$ cat config.mk
export PLATFORM = sky130hd
export DESIGN_NAME = clkdiv_multi
export DESIGN_NICKNAME = d
export VERILOG_FILES = /design/src/rtl/clkdiv_pkg.sv /design/src/rtl/clkdiv_chan.sv /design/src/rtl/clkdiv_multi.sv
export SDC_FILE = /design/constraint.sdc
export NUM_CORES = 1
export LEC_CHECK = 0
export BUFFER_PORTS_ARGS = -buffer_cell sky130_fd_sc_hd__buf_4
export CORE_MARGIN = 2
export CORE_UTILIZATION = 36
export CTS_CLUSTER_SIZE = 8
export DETAILED_ROUTE_END_ITERATION = 12
export PLACE_DENSITY = 0.6
export SLEW_MARGIN = 30
export SYNTH_ARGS = -nofsm -noshare
export SYNTH_HDL_FRONTEND = slang
export SYNTH_SLANG_ARGS = --single-unit
$ cat constraint.sdc
create_clock -name i_clk -period 8.1 [get_ports i_clk]
set_input_delay 0.405 -clock i_clk [delete_from_list [all_inputs] [get_ports i_clk]]
set_output_delay 0.405 -clock i_clk [all_outputs]
set_load 0.005 [all_outputs]
$ cat src/rtl/clkdiv_pkg.sv
// Shared definitions for the multi-channel clock/tick generator.
//   MAX_NCHAN : largest supported channel count (the write channel field is CHAN_W bits)
//   CHAN_W    : width of the write-port channel select
//   DIV_*     : divisors for the standard rates from a 100 MHz system clock
package clkdiv_pkg;
  localparam int MAX_NCHAN = 8;
  localparam int CHAN_W    = 3;

  localparam logic [25:0] DIV_25MHZ = 26'd2;
  localparam logic [25:0] DIV_1HZ   = 26'd50_000_000;
  localparam logic [25:0] DIV_80HZ  = 26'd625_000;
endpackage

$ cat src/rtl/clkdiv_chan.sv
// One divider channel: counter, active and shadow divisor, pending flag,
// registered tick strobe and toggled divided clock.
//   i_clk, i_rst : clock, asynchronous active-high reset
//   i_en         : channel run enable
//   i_sync       : phase realign (clears counter and divided clock)
//   i_wr         : accepted write strobe (already qualified by the top)
//   i_wr_div     : divisor carried by the write
//   o_pending    : shadow holds a divisor not yet applied
//   o_tick       : 1-cycle strobe per divisor period
//   o_clk        : divided clock, toggles on every tick
module clkdiv_chan
  import clkdiv_pkg::*;
#(
  parameter int               DIV_W   = 26,
  parameter logic [DIV_W-1:0] DEF_DIV = DIV_W'(2)
) (
  input  logic             i_clk,
  input  logic             i_rst,
  input  logic             i_en,
  input  logic             i_sync,
  input  logic             i_wr,
  input  logic [DIV_W-1:0] i_wr_div,
  output logic             o_pending,
  output logic             o_tick,
  output logic             o_clk
);

  logic [DIV_W-1:0] r_cnt;
  logic [DIV_W-1:0] r_active;
  logic [DIV_W-1:0] r_shadow;
  logic             r_pending;
  logic             r_tick;
  logic             r_clk;

  logic [DIV_W-1:0] w_last;
  logic             w_wrap;
  logic             w_boundary;

  // Divisor 0 behaves as divisor 1: the last count is 0 either way.
  assign w_last     = (r_active == '0) ? '0 : r_active - 1'b1;
  assign w_wrap     = (r_cnt == w_last);
  // Any point where the counter restarts from zero is a safe place to swap
  // the divisor without creating a short o_clk phase.
  assign w_boundary = i_sync | ~i_en | w_wrap;

  always_ff @(posedge i_clk or posedge i_rst) begin
    if (i_rst) begin
      r_cnt     <= '0;
      r_active  <= DEF_DIV;
      r_shadow  <= DEF_DIV;
      r_pending <= 1'b0;
      r_tick    <= 1'b0;
      r_clk     <= 1'b0;
    end else begin
      if (i_sync) begin
        r_cnt  <= '0;
        r_clk  <= 1'b0;
        r_tick <= 1'b0;
      end else if (!i_en) begin
        r_cnt  <= '0;
        r_tick <= 1'b0;
      end else if (w_wrap) begin
        r_cnt  <= '0;
        r_tick <= 1'b1;
        r_clk  <= ~r_clk;
      end else begin
        r_cnt  <= r_cnt + 1'b1;
        r_tick <= 1'b0;
      end

      if (r_pending && w_boundary) begin
        r_active  <= r_shadow;
        r_pending <= 1'b0;
      end

      // A write is only offered while nothing is pending, so it never
      // collides with the apply above; it waits for the next boundary.
      if (i_wr && !r_pending) begin
        r_shadow  <= i_wr_div;
        r_pending <= 1'b1;
      end
    end
  end

  assign o_pending = r_pending;
  assign o_tick    = r_tick;
  assign o_clk     = r_clk;

endmodule

$ cat src/rtl/clkdiv_multi.sv
// Multi-channel runtime-programmable clock/tick generator.
//   i_clk, i_rst : system clock, asynchronous active-high reset
//   i_en         : per-channel run enable
//   i_sync       : 1-cycle pulse, phase-realigns all channels
//   i_wr_valid   : divisor write request
//   i_wr_chan    : write target channel (values >= NCHAN are dropped)
//   i_wr_div     : new divisor
//   o_wr_ready   : write accepted when valid & ready at posedge
//   o_pending    : per-channel written-but-not-applied flag
//   o_tick       : per-channel 1-cycle strobe
//   o_clk        : per-channel divided clock (period 2*div)
module clkdiv_multi
  import clkdiv_pkg::*;
#(
  parameter int                     NCHAN    = 3,
  parameter int                     DIV_W    = 26,
  parameter logic [NCHAN*DIV_W-1:0] DEF_DIVS = {DIV_80HZ, DIV_1HZ, DIV_25MHZ}
) (
  input  logic              i_clk,
  input  logic              i_rst,
  input  logic [NCHAN-1:0]  i_en,
  input  logic              i_sync,
  input  logic              i_wr_valid,
  input  logic [CHAN_W-1:0] i_wr_chan,
  input  logic [DIV_W-1:0]  i_wr_div,
  output logic              o_wr_ready,
  output logic [NCHAN-1:0]  o_pending,
  output logic [NCHAN-1:0]  o_tick,
  output logic [NCHAN-1:0]  o_clk
);

  logic [NCHAN-1:0]     w_pending;
  logic [MAX_NCHAN-1:0] w_pend_ext;

  // Unused channel slots read as "not pending", so writes to them are
  // always ready and simply fall on the floor.
  always_comb begin
    w_pend_ext              = '0;
    w_pend_ext[NCHAN-1:0]   = w_pending;
  end

  assign o_wr_ready = ~w_pend_ext[i_wr_chan];
  assign o_pending  = w_pending;

  generate
    for (genvar gi = 0; gi < NCHAN; gi++) begin : g_chan
      logic w_wr;
      assign w_wr = i_wr_valid && (i_wr_chan == CHAN_W'(gi)) && !w_pending[gi];

      clkdiv_chan #(
        .DIV_W   (DIV_W),
        .DEF_DIV (DEF_DIVS[gi*DIV_W +: DIV_W])
      ) u_chan (
        .i_clk     (i_clk),
        .i_rst     (i_rst),
        .i_en      (i_en[gi]),
        .i_sync    (i_sync),
        .i_wr      (w_wr),
        .i_wr_div  (i_wr_div),
        .o_pending (w_pending[gi]),
        .o_tick    (o_tick[gi]),
        .o_clk     (o_clk[gi])
      );
    end
  endgenerate

endmodule
==> out/results.txt, run 1 <==
Status -> complete, but fails checks
Failing checks -> negative hold slack
Met1 WL -> 18,500 um
Pwr/cell area -> 289 nW/um2
Die Width -> 206 um
Worst hold path type -> in -> async
CTS sink cnt -> 243
CTS Buf Count -> 37
Vias in the first global route -> 10,898
Maximum vdd drop -> 150 uV
Critical Path Sink -> g_chan[2].u_chan.r_active[10]$_DFFE_PP0P_
Num ports -> 46
Area growth syn-to-layout -> 12.0%
Metal3 WL -> 1660 um
Crit path from -> g_chan[2].u_chan.r_active[0]$_DFFE_PP0P_
IO buf count -> 45
Req. time, crit path -> 8.52 ns
Commonest non-fill, non-tap cells in the layout -> dfrtp_1 (201), nor2_1 (153), mux2_2 (101)
Maximum clock insertion buffer count -> 3
Highest Signal Layer -> met4
Slew Limit Fails -> 0
Initial antenna violation count -> 0
Clk pwr share -> 30.3%
Setup Skew -> 0.0182 ns
Clk_lat worst skew -> 0.54 ns
DRT iter0 DRCs -> 802
PostCTS Resize Cnt -> 0
Period utilisation layout -> 61.3%
Starting Density -> 36.7%
Max-cap viol count -> 0
N_diodes -> 0
DR vias -> 10,924
Worst-path clk slew -> 0.05 ns
Setup CP Type -> reg -> reg
Logic pwr share -> 29.3%
Post-CTS setup buffers -> 0
Tot GR Track Use -> 18.5%
Slew headroom -> 43.7%
Nature of the critical path endpoint -> flip-flop
Hold Fails Final Rpt -> 32
TritonRoute pass-1 iters -> 5
Startpoint Class -> flip-flop
Final total power -> 4.75 mW
Remaining DRCs -> 0
Syn_nets -> 1,497
Post-DP HPWL -> 27,700 um
Layout Nets -> 1,499
Number of synthesized flops with an enable pin -> 0
CTS H-tree lvls -> 2
P_sw -> 1.67 mW
Leak -> 6.51 nW
Syn_area_per_cell -> 10.1 um2
Final Util -> 41.1%
Die area -> 42,400 um2
Post-synthesis sequential area ratio -> 41.8%
Post-DP Area -> 15,400 um2
Ys flop type -> dfrtp_1
Most common cell after layout, fill and taps aside -> dfrtp_1
Share of cells above drive strength 1 -> 21.3%
Yosys warnings -> 0
Worst Path Max Fanout -> 26
Sequential share of power -> 40.5%
Reg2reg end -> g_chan[2].u_chan.r_active[10]$_DFFE_PP0P_
Total global routing overflow -> 0
Critical Path AT -> 5.38 ns
Asr flop ratio synth -> 100%
Synthesized area -> 14,700 um2
Post-synthesis cell count -> 1,455
Hold-fix buffers, CTS -> 0
Drt total wl -> 38,300 um
Fillers -> 3,881
Reg2Reg Depth -> 12
P_int -> 3.08 mW
RD Place Congestion -> 0.904
Seq cells post-synth -> 243
Core Box Area -> 40,000 um2
Met2 WL -> 17,200 um
Die height -> 206 um
Post-Route Setup TNS -> 0 ns
Distinct cells, synth -> 86
RSZ-0062 raised after global routing -> false
Peak Freq -> 201 MHz
# setup viols final -> 0
First-pass GRT wire length -> 61,600 um
Sw frac -> 35.2%
Hold_ws -> -0.0359 ns
Fin area -> 16,400 um2
FP Rows -> 73
TritonCTS clock tree -> done
Period minus WS final -> 4.97 ns
Final ANT Viol Nets -> 0
Post-DR vias/cell -> 5.44
Register-to-register setup slack -> 3.13 ns
Clock root buffer -> clkbuf_16
Largest net degree at the start of global routing -> 127
Avg WL per Cell -> 19.1 um
Worst Max-Slew Pin Slew -> 0.843 ns
Reg-to-reg startpoint -> g_chan[2].u_chan.r_active[0]$_DFFE_PP0P_
-- layer usage --
| metal | up-vias | track usage, % |
|---|---|---|
| met5 | - | 0 |
| met4 | 0 | 5.94 |
| met3 | 53 | 3.23 |
| met2 | 230 | 28.8 |
| met1 | 5384 | 26.1 |
| li1 | 5257 | - |
-- state kept, by name (all words and copies together), names as in the netlist --
| signal | cells |
|---|---|
| g_chan.u_chan.o_tick | 3 |
| g_chan.u_chan.r_cnt | 78 |
| g_chan.u_chan.o_clk | 3 |
| g_chan.u_chan.r_shadow | 78 |
| g_chan.u_chan.r_active | 78 |
| g_chan.u_chan.o_pending | 3 |
-- cell type report --
cell class                 count  area (um2)  share of cell area, %
clock buffer                  61        1050                   6.37
clock inverter                 4        31.3                  0.190
inverter                      37         151                  0.921
multi-input combinational   1080        7970                   48.5
sequential                   243        6130                   37.3
tap                          525         657                   4.00
timing repair buffer          58         450                   2.74
-- kinds of logic (layout without fill, tap and decap cells) --
logic type | count (synthesis) | after routing | synth area share, %
simple gates | 585 | 585 | 21.7
flops | 243 | 243 | 41.8
compound gates | 174 | 174 | 9.75
xor+xnor | 161 | 161 | 9.98
mux | 154 | 154 | 12.2
buf+inv | 132 | 160 | 4.10
fa+ha+maj | 6 | 6 | 0.511
-- worst min path at each step --
| stage | start | endpoint | slack (ns) | cells past startpoint |
|---|---|---|---|---|
| after floorplan | g_chan[2].u_chan.r_shadow[0]$_DFFE_PP0P_ | g_chan[2].u_chan.r_active[0]$_DFFE_PP0P_ | 0.45 | 1 |
| after global placement | g_chan[2].u_chan.r_shadow[10]$_DFFE_PP0P_ | g_chan[2].u_chan.r_active[10]$_DFFE_PP0P_ | 0.46 | 1 |
| after detailed placement | g_chan[2].u_chan.r_shadow[13]$_DFFE_PP0P_ | g_chan[2].u_chan.r_active[13]$_DFFE_PP0P_ | 0.47 | 1 |
| after CTS | i_rst | g_chan[1].u_chan.o_clk$_DFFE_PP0P_ | 0.09 | 2 |
| after global routing | i_rst | g_chan[1].u_chan.o_clk$_DFFE_PP0P_ | 0.009 | 2 |
| final | i_rst | g_chan[1].u_chan.o_clk$_DFFE_PP0P_ | -0.04 | 2 |
-- power by group through the flow --
stage                     clock network (mW)  logic [mW]  registers, mW
after floorplan                            0        1.21           1.71
after global routing                    1.54        1.53           1.97
after global placement                     0        1.35           1.92
after CTS                               1.48        1.38           1.92
final                                   1.44        1.39           1.92
after detailed placement                   0        1.37           1.93
-- synth_stat cells (14+ instances only) --
library cell,count,share of area (%)
dfrtp_1,201,34
nor2_1,153,3.9
mux2_2,101,7.7
nand2_1,93,2.4
xnor2_1,79,4.7
xor2_1,78,4.7
clkbuf_1,62,1.6
nor3_1,45,1.5
nand3_1,44,1.5
dfstp_2,42,7.5
inv_1,37,0.95
nor4_1,34,1.4
and2_1,30,1.3
a21oi_1,26,0.89
and3_1,26,1.1
nand4_1,25,1.1
o21ai_0,24,0.82
or4_1,22,1.1
mux2_4,20,2.0
mux2i_1,19,1.3
o2bb2ai_1,18,1.1
or3_1,18,0.77
buf_4,15,0.77
mux2_1,14,1.1
-- per-stage QoR --
stage	hold slack, ns	setup slack (ns)	std cells
3_3_place_gp	0.464	3.12	1941
6_report	-0.0359	3.13	2008
3_5_place_dp	0.470	3.27	1943
4_1_cts	0.0857	3.24	2008
2_1_floorplan	0.454	1.09	1455
5_1_grt	0.00948	2.85	2008
-- worst max-delay path, stage by stage (launching register included) --
cell and delay [ns]:
dfrtp_1 0.42, inv_1 0.11, ha_1 0.30, nor3b_1 0.51, nand4_1 0.61, nor2_1 0.32, nor4b_1 0.08, a2111oi_0 0.69
o311ai_0 0.37, nor4_2 0.72, o21ai_2 0.07, buf_4 0.26, mux2_1 0.35
(Power assumes the default switching activity.)
==> run 2: changes to the inputs <==
- clock period: 8.1 -> 4.78 ns (I/O delays scaled with it)
==> out/results.txt, run 2 (synthesized netlist as in run 1, its figures left out) <==
Status -> finished clean
DRT iter0 DRCs -> 673 (-16%)
Post-DR vias/cell -> 5.45 (+0.10%)
Die area -> 42,400 um2 (unchanged)
TritonRoute pass-1 iters -> 5 (unchanged)
Period utilisation layout -> 89.7% (+28 points)
Fin area -> 16,800 um2 (+2.1%)
Layout Nets -> 1,541 (+2.8%)
Clock root buffer -> clkbuf_16
Avg WL per Cell -> 18.4 um (-3.5%)
Fillers -> 3,908 (+0.70%)
Die Width -> 206 um (unchanged)
Post-Route Setup TNS -> 0 ns (unchanged)
Drt total wl -> 37,700 um (-1.6%)
PostCTS Resize Cnt -> 0 (unchanged)
Largest regs -> g_chan.u_chan.r_active x78, g_chan.u_chan.r_cnt x78, g_chan.u_chan.r_shadow x78
Post-CTS setup buffers -> 0 (unchanged)
Post-DP HPWL -> 27,500 um (-0.53%)
Num ports -> 46 (unchanged)
Clk_lat worst skew -> 0.53 ns (about the same)
Slew Limit Fails -> 0 (unchanged)
Inst Count DP -> 1,962 (+0.98%)
DR vias -> 11,153 (+2.1%)
Period minus WS final -> 4.29 ns (-0.678 ns)
Initial antenna violation count -> 0 (unchanged)
Place WS -> 0.479 ns (-2.79 ns)
RSZ-0062 raised after global routing -> false
FP Rows -> 73 (unchanged)
Core Box Area -> 40,000 um2 (unchanged)
Vias in the first global route -> 10,992 (+0.86%)
Total global routing overflow -> 0 (unchanged)
Layout Cells excl Fill -> 2,048 (+2.0%)
Remaining DRCs -> 0 (unchanged)
CTS H-tree lvls -> 2 (unchanged)
N_diodes -> 0 (unchanged)
Die height -> 206 um (unchanged)
Maximum clock insertion buffer count -> 3 (unchanged)
Hold-fix buffers, CTS -> 24 (+24)
Final ANT Viol Nets -> 0 (unchanged)
Peak Freq -> 233 MHz (+16%)
Critical-path cell list -> inv_1 -> ha_1 -> nor3b_1 -> nand4_1 -> nor4_2 -> mux2i_1 -> o2111ai_1 -> or4_1 -> nor4_2 -> buf_4 -> o21ai_2 -> buf_4 -> mux2_1
Area growth syn-to-layout -> 14.4%
Worst Path Max Fanout -> 26 (unchanged)
Largest net degree at the start of global routing -> 123 (-3.1%)
Tot GR Track Use -> 18.2% (-0.28 points)
Hold Fails Final Rpt -> 0 (-100%)
Share of cells above drive strength 1 -> 21.7% (+0.43 points)
Commonest non-fill, non-tap cells in the layout -> dfrtp_1 (201), nor2_1 (153), mux2_2 (101)
RD Place Congestion -> 0.904 (unchanged)
First-pass GRT wire length -> 61,600 um (about the same)
Hold_ws -> 0.0126 ns (+0.0484 ns)
# setup viols final -> 0 (unchanged)
Setup Skew -> 0.0186 ns (+0.000420 ns)
Worst Max-Slew Pin Slew -> 0.832 ns (-0.0109 ns)
Pwr/cell area -> 479 nW/um2 (+66%)
TritonCTS clock tree -> done
IO buf count -> 45 (unchanged)
Maximum vdd drop -> 231 uV (+53%)
Leak -> 6.68 nW (+2.6%)
Startpoint Class -> flip-flop
Max-cap viol count -> 0 (unchanged)
Critical Path AT -> 4.69 ns (-0.69 ns)
Req. time, crit path -> 5.18 ns (-3.34 ns)
Most common cell after layout, fill and taps aside -> dfrtp_1
Worst hold path type -> in -> reg
Starting Density -> 36.7% (unchanged)
Setup ws final -> 0.492 ns (-2.64 ns)
CTS sink cnt -> 243 (unchanged)
Slew headroom -> 44.4% (+0.73 points)
Nature of the critical path endpoint -> flip-flop
Slowest Stage Delay on Critical Path -> 0.55 ns (-0.17 ns)
Slowest cell on crit path -> nor4_2
Post-DP Area -> 15,500 um2 (+1.0%)
Setup CP Type -> reg -> reg
CTS Buf Count -> 36 (-2.7%)
Worst-path clk slew -> 0.05 ns (about the same)
## run 2: worst paths after layout
| path | startpoint | endpoint | slack (ns) | cells past startpoint |
|---|---|---|---|---|
| worst min-delay path | i_wr_div[12] | g_chan[2].u_chan.r_shadow[12]$_DFFE_PP0P_ | 0.01 | 2 |
| worst max-delay path | g_chan[2].u_chan.r_active[0]$_DFFE_PP0P_ | g_chan[2].u_chan.r_active[14]$_DFFE_PP0P_ | 0.49 | 13 |
| worst min register to register | g_chan[2].u_chan.r_shadow[12]$_DFFE_PP0P_ | g_chan[2].u_chan.r_active[12]$_DFFE_PP0P_ | 0.48 | 1 |
| worst max register to register | g_chan[2].u_chan.r_active[0]$_DFFE_PP0P_ | g_chan[2].u_chan.r_active[14]$_DFFE_PP0P_ | 0.49 | 13 |
| min in group asynchronous | i_rst | g_chan[1].u_chan.r_cnt[18]$_DFF_PP0_ | 0.18 | 3 |
| max in group asynchronous | i_rst | g_chan[1].u_chan.r_shadow[5]$_DFFE_PP0P_ | 3.38 | 5 |
## run 2: layer usage
| layer | routed length [um] | global-route usage [%] | up-vias | part of all wire [%] |
|---|---|---|---|---|
| met1 | 18000 | 25.7 | 5515 | 48 |
| met2 | 17500 | 29.2 | 261 | 46 |
| met5 | 0 | 0 | - | 0 |
| met4 | 774 | 5.15 | 0 | 2.1 |
| met3 | 1490 | 2.37 | 54 | 4.0 |
| li1 | - | - | 5323 | - |
## run 2: stage by stage
step	power, mW	util [%]
2_1_floorplan	4.96	-
6_report	8.05	42.0
3_5_place_dp	5.65	38.8
3_3_place_gp	5.59	38.7
5_1_grt	8.55	42.0
4_1_cts	8.10	42.0
## run 2: worst max-delay path: cells and delay by family (launching register included)
kind	cells	cell delay, ns
compound gates	2	0.16
fa+ha+maj	1	0.28
buf+inv	3	0.55
flops	1	0.43
mux	2	0.61
simple gates	5	2.12
## run 2: final cells by class
class	count	area (um2)	share of cell area, %
timing repair buffer	101	863	5.14
inverter	37	143	0.850
multi-input combinational	1080	7950	47.4
tap	525	657	3.91
clock inverter	2	17.5	0.104
clock buffer	60	1020	6.09
sequential	243	6130	36.5
## run 2: report_power, final
| part | internal, mW | switching (mW) |
|---|---|---|
| registers | 2.58 | 0.657 |
| clock network | 1.45 | 0.943 |
| logic | 1.21 | 1.22 |
| total | 5.23 | 2.82 |
